## config.mk

```make
export PLATFORM = sky130hd
export DESIGN_NAME = dmem_arbiter
export DESIGN_NICKNAME = d
export VERILOG_FILES = /design/src/rtl/dmem_arb_pkg.sv /design/src/rtl/dmem_arbiter_pick.sv /design/src/rtl/dmem_arbiter.sv
export SDC_FILE = /design/constraint.sdc
export NUM_CORES = 1
export LEC_CHECK = 0
export CAP_MARGIN = 20
export CORE_UTILIZATION = 39
export DETAILED_ROUTE_END_ITERATION = 16
export PLACE_DENSITY = 0.89
export SYNTH_ARGS = -nofsm -noshare
export SYNTH_HDL_FRONTEND = slang
export SYNTH_SLANG_ARGS = --single-unit
```

## constraint.sdc

```tcl
create_clock -name clk -period 4.21 [get_ports clk]
set_input_delay 1.0525 -clock clk [delete_from_list [all_inputs] [get_ports clk]]
set_output_delay 1.0525 -clock clk [all_outputs]
set_load 0.005 [all_outputs]
```

## src/rtl/dmem_arb_pkg.sv

```systemverilog
// Shared types for the two-requester data-memory arbiter: FSM states,
// the registered command layout and the access-legality check.
package dmem_arb_pkg;

  localparam int MEM_BYTES_DEF = 32;

  typedef enum logic [1:0] {
    IDLE   = 2'd0,
    ACCESS = 2'd1,
    LOCKED = 2'd2
  } arb_state_e;

  typedef struct packed {
    logic        valid;
    logic        owner;
    logic        we;
    logic        err;
    logic [31:0] addr;
    logic [31:0] wdata;
  } cmd_t;

  // Misaligned or past the last full word of the memory.
  function automatic logic addr_err(input logic [31:0] addr, input int mem_bytes);
    return (addr[1:0] != 2'b00) || (addr > 32'(mem_bytes - 4));
  endfunction

endpackage

```

## src/rtl/dmem_arbiter_pick.sv

```systemverilog
// Two-way priority selector: a lone request wins, a tie goes to the
// requester named by ptr. Output is one-hot or zero.
module dmem_rr_pick (
  input  logic [1:0] req,
  input  logic       ptr,
  output logic [1:0] gnt
);

  always_comb begin
    gnt = req;
    if (req == 2'b11) gnt = ptr ? 2'b10 : 2'b01;
  end

endmodule

```

## src/rtl/dmem_arbiter.sv

```systemverilog
// Two-requester data-memory arbiter with a one-cycle command register,
// bus locking and access-error reporting. Define DMEM_ARB_FIXED_PRIO_EN
// for fixed priority (requester 0 wins ties); round-robin otherwise.
module dmem_arbiter
  import dmem_arb_pkg::*;
#(
  parameter int MEM_BYTES = MEM_BYTES_DEF,
  parameter int NREQ      = 2
) (
  input  logic            clk,
  input  logic            rst_n,
  input  logic [NREQ-1:0] req_i,
  input  logic [NREQ-1:0] we_i,
  input  logic [NREQ-1:0] lock_i,
  input  logic [31:0]     addr_i  [NREQ],
  input  logic [31:0]     wdata_i [NREQ],
  output logic [NREQ-1:0] gnt_o,
  output logic [NREQ-1:0] rvalid_o,
  output logic [NREQ-1:0] err_o,
  output logic [31:0]     rdata_o,
  output logic [31:0]     mem_addr_o,
  output logic [31:0]     mem_wdata_o,
  output logic            mem_write_o,
  output logic            mem_read_o,
  input  logic [31:0]     mem_rdata_i
);

  arb_state_e state;
  logic       lock_owner;
  logic       ptr;
  logic [1:0] req_eff;
  logic [1:0] pick;
  logic       gidx;
  cmd_t       cmd_p0;
  cmd_t       cmd_p1;

  // While locked, the other requester is invisible to the selector.
  always_comb begin
    req_eff = req_i;
    if (state == LOCKED) req_eff = lock_owner ? (req_i & 2'b10) : (req_i & 2'b01);
  end

`ifdef DMEM_ARB_FIXED_PRIO_EN
  assign ptr = 1'b0;
`else
  always_ff @(posedge clk or negedge rst_n) begin
    if (!rst_n)     ptr <= 1'b0;
    else if (|pick) ptr <= ~gidx;
  end
`endif

  dmem_rr_pick u_pick (
    .req (req_eff),
    .ptr (ptr),
    .gnt (pick)
  );

  assign gnt_o = rst_n ? pick : 2'b00;
  assign gidx  = pick[1];

  // p0: grant cycle, command assembled from the winning requester
  always_comb begin
    cmd_p0       = '0;
    cmd_p0.valid = |pick;
    cmd_p0.owner = gidx;
    cmd_p0.we    = we_i[gidx];
    cmd_p0.err   = addr_err(addr_i[gidx], MEM_BYTES);
    cmd_p0.addr  = addr_i[gidx];
    cmd_p0.wdata = wdata_i[gidx];
  end

  always_ff @(posedge clk or negedge rst_n) begin
    if (!rst_n) begin
      state      <= IDLE;
      lock_owner <= 1'b0;
      cmd_p1     <= '0;
    end else begin
      if (|pick) cmd_p1 <= cmd_p0;
      else       cmd_p1.valid <= 1'b0;
      case (state)
        IDLE, ACCESS: begin
          if (!(|pick)) begin
            state <= IDLE;
          end else if (lock_i[gidx]) begin
            state      <= LOCKED;
            lock_owner <= gidx;
          end else begin
            state <= ACCESS;
          end
        end
        LOCKED: if ((|pick) && !lock_i[gidx]) state <= ACCESS;
        default: state <= IDLE;
      endcase
    end
  end

  // p1: registered command drives the memory and the response
  assign mem_addr_o  = cmd_p1.addr;
  assign mem_wdata_o = cmd_p1.wdata;
  assign mem_write_o = cmd_p1.valid & cmd_p1.we & ~cmd_p1.err;
  assign mem_read_o  = cmd_p1.valid & ~cmd_p1.we & ~cmd_p1.err;
  assign rvalid_o    = cmd_p1.valid ? (cmd_p1.owner ? 2'b10 : 2'b01) : 2'b00;
  assign err_o       = cmd_p1.err ? rvalid_o : 2'b00;
  assign rdata_o     = mem_read_o ? mem_rdata_i : 32'h0;

endmodule
```

==> metrics.yaml <==
logic_synthesis:
  synth_area_leaders: "dfrtp_1, buf_4, nor2_1, nand2_1, and2_1"
  synth_edf_count: 0
  synth_cell_types: 34
  synth-xor-area-share_pct: 0
  syn_area_mm2: 0.004139
  async_flop_share_pct: 100.0
  seq_area_frac_synth_pct: 43.53
  synthSimpleGateAreaFrac_pct: 27.18
  synth_fa_ha_area_share_pct: 0
  syn_nets: 650
  synth_top_area_share_pct: 43.53
  synth_top_family_by_area: "simple AND/OR/NAND/NOR gates"
  synth-compound-area-share_pct: 12.52
  syn_area_per_cell_um2: 8.587
  synth_warnings: 0
  synth_seq_cells: 72
  synth_top_area_cell: "dfrtp_1"
  yosys-mux-area-fraction_pct: 0.5139
  synth_flop_cell: "dfrtp_1"
  netlist_instances: 482
drt:
  drt-pass1-iter-count: 4
  dr_wl_met2_um: 7385
  wl_um: 13930
  drc: 0
  dr.first_iter.drc_count: 215
  drtAntennaViolNets: 0
  post_drt_wl_per_cell_um: 17.05
  via_per_inst: 5.242
  dr_wl_met3_um: 1190
  wl_met1_um: 4942
  maxUsedRoutingLayer: "met4"
  vias: 4283
power:
  switching_share_pct: 35.39
  power_density_mw_per_mm2: 563.4
  p_switching_w: 0.001318
  ir_drop_mv: 0.2682
  combPwrFrac_pct: 52.7
  pwr-share-clk_pct: 13.8
  p_leak_nw: 2.624
  power_frac_seq_pct: 33.5
  p_int_w: 0.002405
place:
  port_buffers: 271
  place_congestion: 0.8411
  dp_hpwl_um: 10440
  place_area_mm2: 0.006424
worst_setup_path:
  r2r_end: "mem_addr_o[10]$_DFFE_PN0N_"
  reg2regPathDepth: 5
  critPathKind: "in2out"
  cp-startpoint: "req_i[0]"
  critPathCaptureType: "output port"
  crit_path_start_kind: "primary input"
  arrival_ps: 2840
  crit_path_max_fanout: 5
  worst_ep_required_time_ps: 3160
  r2r_slack_ps: 2010
  worstReg2RegStart: "lock_owner$_DFFE_PN0P_"
grt:
  grt_pass1_vias: 4374
  grt_usage_pct: 25.42
  overflow: 0
  grt_pass1_wl_um: 21760
  grt_max_degree: 100
  antenna_found_initial: 0
final_layout:
  syn_to_final_growth_pct: 59.64
  final_nets: 844
  drive_gt1_share_pct: 5.727
  finalInstanceArea_mm2: 0.006608
  layout_commonest_cell: "clkdlybuf4s50_1"
  layout_common_cells: "clkdlybuf4s50_1, dfrtp_1, nor2_1, nand2_1, and2_1"
  antennaDiodeCount: 0
clock_network:
  clockRootBuffer: "clkbuf_8"
  htreeDepth: 3
  clk_pin_slew_worst_paths_ps: 80
  clock-sinks: 72
  numCtsBuffers: 9
  cts.path.max_buffers: 2
  cts_tree: "yes"
  cts_resized: 0
  cts_setup_buffers: 0
  postCtsHoldBufs: 0
  clock_latency_ps: 340
timing:
  period_needed_ps: 3889
  period_share_pct: 92.39
  worstMarginPinSlew_ps: 984.4
  final-hold-violation-count: 0
  rsz0062_at_grt: "false"
  max_freq_mhz: 257.1
  maxSlewHeadroom_pct: 34.37
  setup_viol: 0
  skew_ps: 7.808
  drv_slew: 0
  tns_ps: 0
die:
  die_area_mm2: 0.01103
  start_util_pct: 40.09
  ios: 272
  fp-row-count: 37
  die_w_um: 105.0
  fp.dieH_um: 105.0
  coreArea_mm2: 0.01032
hold_path:
  hold_depth: 1
  whs_endpoint: "ptr$_DFFE_PN0N_"
  hp-class: "reg2reg"
  worstHoldStart: "ptr$_DFFE_PN0N_"
job:
  drv_cap: 0
run_status:
  status: "finished, final reports clean"
==> registers in the layout, indices dropped and copies added (netlist names) <==
register	flops
cmd_p1	4
lock_owner	1
mem_addr_o	32
mem_wdata_o	32
ptr	1
state	2
==> final cells by class <==
class	count	area, um^2
Clock buffer	13	168.9
Clock inverter	3	15.01
Fill cell	838	3716
Inverter	1	3.754
Multi-Input combinational cell	313	1678
Sequential cell	72	1802
Tap cell	136	170.2
Timing Repair Buffer	279	2770
==> synthesized netlist by cell type (2+ instances only) <==
cell and number:
dfrtp_1 72, nor2_1 69, buf_4 68, nand2_1 67
and2_1 36, a31oi_1 32, o22ai_1 31, nor3_1 25
buf_2 13, nor4_1 12, clkbuf_1 10, nor3_2 8
a21oi_1 5, and3_1 5, buf_6 5, nand4_1 4
a221o_1 2, o21ai_0 2
==> how the worst max path moves through the flow <==
stage	to	slack (ps)
after detailed placement	gnt_o[0]	370
after CTS	gnt_o[0]	360
final	gnt_o[0]	320
after global routing	gnt_o[0]	300
after global placement	gnt_o[0]	400
after floorplan	gnt_o[0]	1230
==> per-layer routing <==
layer | vias to the layer above | track usage (%)
met5 | - | 0
met4 | 0 | 11.17
met3 | 34 | 6.925
met2 | 231 | 47.54
met1 | 2040 | 26.38
li1 | 1978 | -
==> cells by family (layout without fill, tap and decap cells) <==
kind of cell	after synthesis	in the layout
simple gates	233	233
buf+inv	97	296
compound gates	78	78
flops	72	72
mux	2	2
==> power by group through the flow <==
stage	Clock, W	Sequential, W	Combinational, W
after detailed placement	0	0.00126	0.00196
after CTS	0.000525	0.00125	0.00197
final	0.000515	0.00125	0.00196
after global routing	0.000558	0.00129	0.00212
after global placement	0	0.00124	0.00190
after floorplan	0	0.00119	0.00130
==> worst max-delay path: stages <==
cell and delay [ps]:
clkdlybuf4s50_1 600, nand2b_1 160, o211ai_4 190, and3_1 290, clkdlybuf4s50_1 550
==> metrics by stage <==
stage          std cells  setup WS (ps)  power [W]  util, %  hold slack (ps)
2_1_floorplan        482           1229   0.002491        -            431.0
3_3_place_gp         801          396.9   0.003138    62.22            457.6
3_5_place_dp         801          371.2   0.003218    62.22            454.7
4_1_cts              817          355.7   0.003740    64.00            506.0
5_1_grt              817          297.6   0.003971    64.00            504.8
6_report             817          320.6   0.003723    64.00            500.8
Power figures use the tool's default switching activity.
